==> config.mk <==
export PLATFORM = sky130hd
export DESIGN_NAME = dmem_ctrl
export DESIGN_NICKNAME = d
export VERILOG_FILES = /design/src/rtl/dmem_pkg.sv /design/src/rtl/dmem_store_merge.sv /design/src/rtl/dmem_ctrl.sv
export SDC_FILE = /design/constraint.sdc
export NUM_CORES = 1
export LEC_CHECK = 0
export CAP_MARGIN = 20
export CORE_AREA = 2 2 121 123
export DETAILED_ROUTE_END_ITERATION = 10
export DIE_AREA = 0 0 123 125
export GPL_TIMING_DRIVEN = 0
export PLACE_DENSITY = 0.88
export SLEW_MARGIN = 20
export SYNTH_ARGS = -nofsm -noshare
export SYNTH_HDL_FRONTEND = slang
export SYNTH_SLANG_ARGS = --single-unit
==> constraint.sdc <==
create_clock -name clk -period 4.4 [get_ports clk]
set_input_delay 0.88 -clock clk [delete_from_list [all_inputs] [get_ports clk]]
set_output_delay 0.88 -clock clk [all_outputs]
set_load 0.005 [all_outputs]
==> src/rtl/dmem_pkg.sv <==
// Shared encodings for the data-memory access controller.
package dmem_pkg;

  localparam int IDX_W = 8;

  localparam logic [1:0] SZ_B = 2'b00;
  localparam logic [1:0] SZ_H = 2'b01;
  localparam logic [1:0] SZ_W = 2'b10;

  typedef enum logic [1:0] {
    IDLE  = 2'd0,
    BURST = 2'd1,
    DONE  = 2'd2
  } state_e;

endpackage

==> src/rtl/dmem_store_merge.sv <==
// Lane merge for sub-word stores: replaces the addressed byte/half of the old word.
module dmem_store_merge
  import dmem_pkg::*;
(
  input  logic [31:0] old_word,
  input  logic [31:0] new_data,
  input  logic [1:0]  size,
  input  logic [1:0]  addr_lo,
  output logic [31:0] merged
);

  always_comb begin
    merged = old_word;
    case (size)
      SZ_B: merged[{addr_lo, 3'b000} +: 8] = new_data[7:0];
      SZ_H: begin
        if (addr_lo[1]) merged[31:16] = new_data[15:0];
        else            merged[15:0]  = new_data[15:0];
      end
      default: merged = new_data;
    endcase
  end

endmodule

==> src/rtl/dmem_ctrl.sv <==
// Data-memory controller: CPU/DMA slot arbitration with starvation bound and DMA burst sequencing.
// Optional DMEM_CTRL_MISALIGN_EN adds misaligned-store suppression and a sticky err output.
//
// state | meaning
// IDLE  | no burst, waiting for b_start
// BURST | burst active, DMA competes for memory slots
// DONE  | one-cycle b_done pulse after the last beat
module dmem_ctrl
  import dmem_pkg::*;
#(
  parameter int MAX_CPU_RUN = 4
) (
  input  logic        clk,
  input  logic        rst,
  input  logic        a_req,
  input  logic        a_we,
  input  logic [1:0]  a_size,
  input  logic [31:0] a_addr,
  input  logic [31:0] a_wdata,
  output logic [31:0] a_rdata,
  output logic        a_ack,
  input  logic        b_start,
  input  logic        b_we,
  input  logic [31:0] b_base,
  input  logic [7:0]  b_len,
  input  logic [31:0] b_wdata,
  input  logic        b_wvalid,
  output logic        b_wready,
  output logic [31:0] b_rdata,
  output logic        b_rvalid,
  output logic        b_busy,
  output logic        b_done,
  output logic        mem_we,
  output logic [31:0] mem_addr,
  output logic [31:0] mem_wdata,
  input  logic [31:0] mem_rdata
`ifdef DMEM_CTRL_MISALIGN_EN
 ,output logic        err
`endif
);

  localparam logic [3:0] RUN_MAX = 4'(MAX_CPU_RUN);

  state_e              state, state_nxt;
  logic                dir_we;
  logic [31-IDX_W-2:0] addr_hi;
  logic [IDX_W-1:0]    idx;
  logic [7:0]          cnt;
  logic [3:0]          cpu_run;
  logic                dma_wait, dma_gnt, cpu_gnt, misalign;
  logic [31:0]         merged;

  assign dma_wait = (state == BURST) && (!dir_we || b_wvalid);
  assign dma_gnt  = dma_wait && (!a_req || cpu_run == RUN_MAX);
  assign cpu_gnt  = a_req && !dma_gnt;

`ifdef DMEM_CTRL_MISALIGN_EN
  assign misalign = ((a_size == SZ_H) && a_addr[0]) || (a_size[1] && (a_addr[1:0] != 2'b00));
`else
  assign misalign = 1'b0;
`endif

  dmem_store_merge u_merge (
    .old_word (mem_rdata),
    .new_data (a_wdata),
    .size     (a_size),
    .addr_lo  (a_addr[1:0]),
    .merged   (merged)
  );

  assign a_rdata   = mem_rdata;
  assign a_ack     = cpu_gnt;
  assign b_wready  = dma_gnt && dir_we;
  assign mem_addr  = dma_gnt ? {addr_hi, idx, 2'b00} : a_addr;
  assign mem_we    = dma_gnt ? dir_we : (cpu_gnt && a_we && !misalign);
  assign mem_wdata = dma_gnt ? b_wdata : merged;
  assign b_busy    = (state != IDLE);
  assign b_done    = (state == DONE);

  always_ff @(posedge clk or posedge rst) begin
    if (rst) state <= IDLE;
    else     state <= state_nxt;
  end

  always_comb begin
    state_nxt = state;
    case (state)
      IDLE:    if (b_start) state_nxt = BURST;
      BURST:   if (dma_gnt && cnt == 8'd1) state_nxt = DONE;
      DONE:    state_nxt = IDLE;
      default: state_nxt = IDLE;
    endcase
  end

  // cnt of 0 means 256: it wraps to 255 on the first slot and ends on 1
  always_ff @(posedge clk or posedge rst) begin
    if (rst) begin
      dir_we   <= 1'b0;
      addr_hi  <= '0;
      idx      <= '0;
      cnt      <= '0;
      cpu_run  <= '0;
      b_rvalid <= 1'b0;
      b_rdata  <= '0;
    end else begin
      if (state == IDLE && b_start) begin
        dir_we  <= b_we;
        addr_hi <= b_base[31:IDX_W+2];
        idx     <= b_base[IDX_W+1:2];
        cnt     <= b_len;
      end else if (dma_gnt) begin
        idx <= idx + 1'b1;
        cnt <= cnt - 1'b1;
      end
      if (dma_gnt || !dma_wait)              cpu_run <= '0;
      else if (cpu_gnt && cpu_run != RUN_MAX) cpu_run <= cpu_run + 4'd1;
      b_rvalid <= dma_gnt && !dir_we;
      if (dma_gnt && !dir_we) b_rdata <= mem_rdata;
    end
  end

`ifdef DMEM_CTRL_MISALIGN_EN
  always_ff @(posedge clk or posedge rst) begin
    if (rst)                      err <= 1'b0;
    else if (cpu_gnt && misalign) err <= 1'b1;
  end
`endif

endmodule
==> impl.org <==
** Timing
- The clock arrives with 0.00733 ns of skew.
- The max-slew violation total from the final report was 0.
- Hold is met by 0.478 ns.
- Ratio of final minimum period to clock period :: 97.4%
- Headroom to the max-slew limit came out at 55.4%.
- Achievable Freq :: 233 MHz
- Total setup violations reported at the end of the flow :: 0
- At the pin with the least slew margin, the transition time is 0.653 ns.
- The number of hold-slack violations in the final timing report is 0.
- The worst path in the final design needs a cycle of 4.28 ns, including I/O delays and setup.
- Setup repair after global routing left no endpoint under its margin.

** Final layout
- In the final layout, flip-flops and latches occupy 0.00195 mm2.
- After the last flow step, the layout net total stands at 1,157.
- After routing the design area is 0.00901 mm2.
- In the final layout, the multi-input gates occupy 0.00279 mm2.
- In the final layout, the share of cells above drive strength 1 is 11.5%.
- After filler insertion, the fill cell instance count of the layout stands at 1,224.
- From synthesis to final layout, the design area changed by 72.0%.
- The repair_antennas step left the layout with diodes totalling 0.

** Yosys
- Counting flops and latches in the post-synthesis netlist gives 78.
- Sequential share of the synthesized area :: 37.2%
- Distinct cell type count of the synthesized netlist :: 61
- Summed over all instances, the cell type with the most area after synthesis is dfrtp_1.
- Counting flops with an async set or reset pin after synthesis yields a share of 100%.
- For this run, the leading register cell type out of synthesis is dfrtp_1.
- Cells taking the most area after synthesis :: dfrtp_1 (37%), nand2_1 (13%), mux2_2 (5.2%)
- Syn Inst Count :: 649
- Post-synthesis area per instance :: 8.07 um2
- The mapped netlist covers 0.00524 mm2.
- Count of synthesis-stage warnings from yosys :: 0
- Counting flops with a built-in enable in the synthesized netlist gives 0.
- Post-synthesis net count :: 836
- The top cell type by area accounts for 37.2% of the synthesized area.

** Place
- Port bufs :: 307
- Cell area after placement :: 0.00857 mm2
- Routability cong. :: 0.920
- Post-DP HPWL :: 16,900 um

** Clock tree
- In this run the clock root is driven by a clkbuf_16.
- H-tree depth :: 3
- CTS saw 78 sinks.
- TritonCTS built the clock tree.
- Clk_lat worst skew :: 0.34 ns
- After clock tree synthesis, the clock-pin slew on the worst setup and hold paths is 0.06 ns.
- Clock buffers created by TritonCTS :: 9
- Clock tree buffer depth :: 2

** Min path
- HP Class :: flip-flop to flip-flop
- The worst hold path passes through 2 cells.

** Global route
- Across every metal layer, demand over resource in global routing totals 28.1%.
- Entering global routing, the biggest net connects 57 pins.
- Total congestion overflow :: 0
- Wire length of the first global-routing pass :: 33,000 um
- Via count of the first global-routing pass :: 6,018
- Initial antenna violation count :: 0

** Outcome
- The run finished with clean final reports.

** Power and ir drop
- The worst-case IR drop observed on VDD is 0.263 mV.
- For this design the static power due to leakage is 0.00390 uW.
- In this run the power density over the cells is 442 mW/mm2.

** Detailed routing
- For this run, design rule violations remaining after detail routing come to 0.
- After detailed routing, the average wire length per cell comes to 18.9 um.
- Starting DRT DRC Count :: 406
- The first TritonRoute pass finished after 8 iterations.
- After detailed routing, the total wire length is 21,900 um.
- Count of antenna-violating nets left after detailed routing :: 0
- Across all layers, the routed design uses 6,122 vias.
- In the routed layout, each cell is associated on average with a via count of 5.28.

** Floorplan
- The floorplan step defined a die boundary enclosing 0.0154 mm2.
- IO Pins :: 311
- Measured along the y axis, the die boundary spans 125 um.
- Core area :: 0.0142 mm2
- Cell row count :: 44
- The die is 123 um wide.
- Effective utilization at floorplan :: 36.9%

** Setup path
- Crit path arrival time :: 3.40 ns
- Path depth of the worst reg2reg path :: 8
- CP Data Required Time :: 3.52 ns
- Worst R2R Setup Slack :: 2.06 ns
- Critical path fanouts, max :: 10
- Critical path type :: input pin to output port
- CP Launch Type :: input pin
- The worst setup path is captured at an output port.

** Job
- Max-cap violations in this run came to 0.
==> worst max-delay path, cell delays in order <==
cell and delay (ns):
dlygate4sd2_1 0.35, buf_4 0.22, inv_2 0.08, ha_4 0.28, or3b_4 0.45, o22ai_4 0.19, buf_12 0.15, a222oi_1 0.09
a21oi_1 0.19, clkdlybuf4s50_1 0.52
==> cell type report <==
| cell class | count | share of cell area, % |
|---|---|---|
| Buffer | 77 | 5.01 |
| Clock buffer | 11 | 2.58 |
| Clock inverter | 5 | 1.19 |
| Inverter | 25 | 1.11 |
| Multi-Input combinational cell | 467 | 31.0 |
| Sequential cell | 78 | 21.7 |
| Tap cell | 184 | 2.55 |
| Timing Repair Buffer | 312 | 34.9 |
==> final timing paths <==
check                                   startpoint                      end
setup / recovery                         a_addr[0]            mem_wdata[18]
setup reg to reg            cpu_run[0]$_DFFE_PP0P_  b_rdata[13]$_DFFE_PP0P_
max in group asynchronous                      rst   b_rdata[7]$_DFFE_PP0P_
hold / removal             addr_hi[16]$_DFFE_PP0P_  addr_hi[16]$_DFFE_PP0P_
hold reg to reg            addr_hi[16]$_DFFE_PP0P_  addr_hi[16]$_DFFE_PP0P_
min in group asynchronous                      rst  b_rdata[19]$_DFFE_PP0P_
==> routing by layer <==
layer | track usage [%] | routed length, um | vias up | part of all wire, %
li1 | - | - | 2860 | -
met1 | 35.1 | 8710 | 2869 | 40
met2 | 45.4 | 10400 | 340 | 48
met3 | 6.80 | 1890 | 53 | 8.6
met4 | 13.1 | 858 | 0 | 3.9
met5 | 0 | 0 | - | 0
==> flip-flops by register name, indices dropped and copies added (netlist names) <==
signal / count
b_rdata: 32
addr_hi: 22
cnt: 8
idx: 8
cpu_run: 4
state: 2
b_rvalid: 1
dir_we: 1
==> through the flow <==
step	total power [uW]	utilization (%)	setup TNS, ns	cells	setup slack (ns)
2_1_floorplan	2020	-	0	649	0.853
3_3_place_gp	3040	60.1	-13.87	1140	-0.697
3_5_place_dp	3100	60.4	-14.44	1141	-0.744
4_1_cts	4000	63.4	0	1159	0.00635
5_1_grt	4230	63.4	0	1159	0.00130
6_report	3980	63.4	0	1159	0.115
==> cells by family (layout without fill, tap and decap cells) <==
family | count (synthesis) | after routing | share of synthesized area (%)
muxes | 42 | 42 | 8.79
adders and majority gates | 10 | 10 | 2.39
xor gates and xnor gates | 3 | 3 | 0.502
AOI/OAI and AO/OA | 110 | 110 | 16.4
and+or+nand+nor | 302 | 302 | 24.4
buffers and inverters | 104 | 430 | 10.2
DFF | 78 | 78 | 37.2
==> what timing repair did <==
action,CTS,global route
setup endpoints to repair,41,10
hold buffers,0,0
setup buffers,4,0
endpoints found under the hold margin,0,0
pin swaps,1,3
gates resized for setup,16,6
==> cells in the final DEF (no fill, tap or decap), types with 15 or more instances in the layout <==
cell / n
clkdlybuf4s50_1: 304
nor2_1: 60
a221oi_1: 23
mux2_2: 24
nand3_1: 18
a21oi_1: 16
o22ai_1: 15
buf_4: 39
nand2_1: 186
clkbuf_1: 24
inv_1: 22
dfrtp_1: 78
==> Yosys cell counts (2+ instances only) <==
master and count:
o211ai_1 2, o22ai_1 15, nand3_1 18, a221oi_1 23, nor2_1 60, buf_4 35, buf_1 4, ha_1 10
nand2_1 186, a21oi_1 16, a2111oi_2 2, a21o_1 2, and2_1 4, clkbuf_1 28, a222oi_1 8, mux2_1 8
buf_2 12, xor2_1 2, inv_1 25, a211o_1 2, a211oi_1 5, o21ai_0 8, o31ai_1 2, nand2b_1 3
a32o_1 7, mux2i_1 10, nor3_1 6, or3_1 2, a31oi_1 3, nor2b_1 5, dfrtp_1 78, or4_1 3
a221o_1 2, mux2_2 24, nor3b_1 3
==> where the power goes <==
group | switching (uW) | internal [uW] | leakage [uW]
combinational | 766 | 1090 | 0.00281
sequential | 220 | 1040 | 0.000933
clock | 317 | 557 | 0.000164
Note: power is estimated with default switching activity, not from simulation.
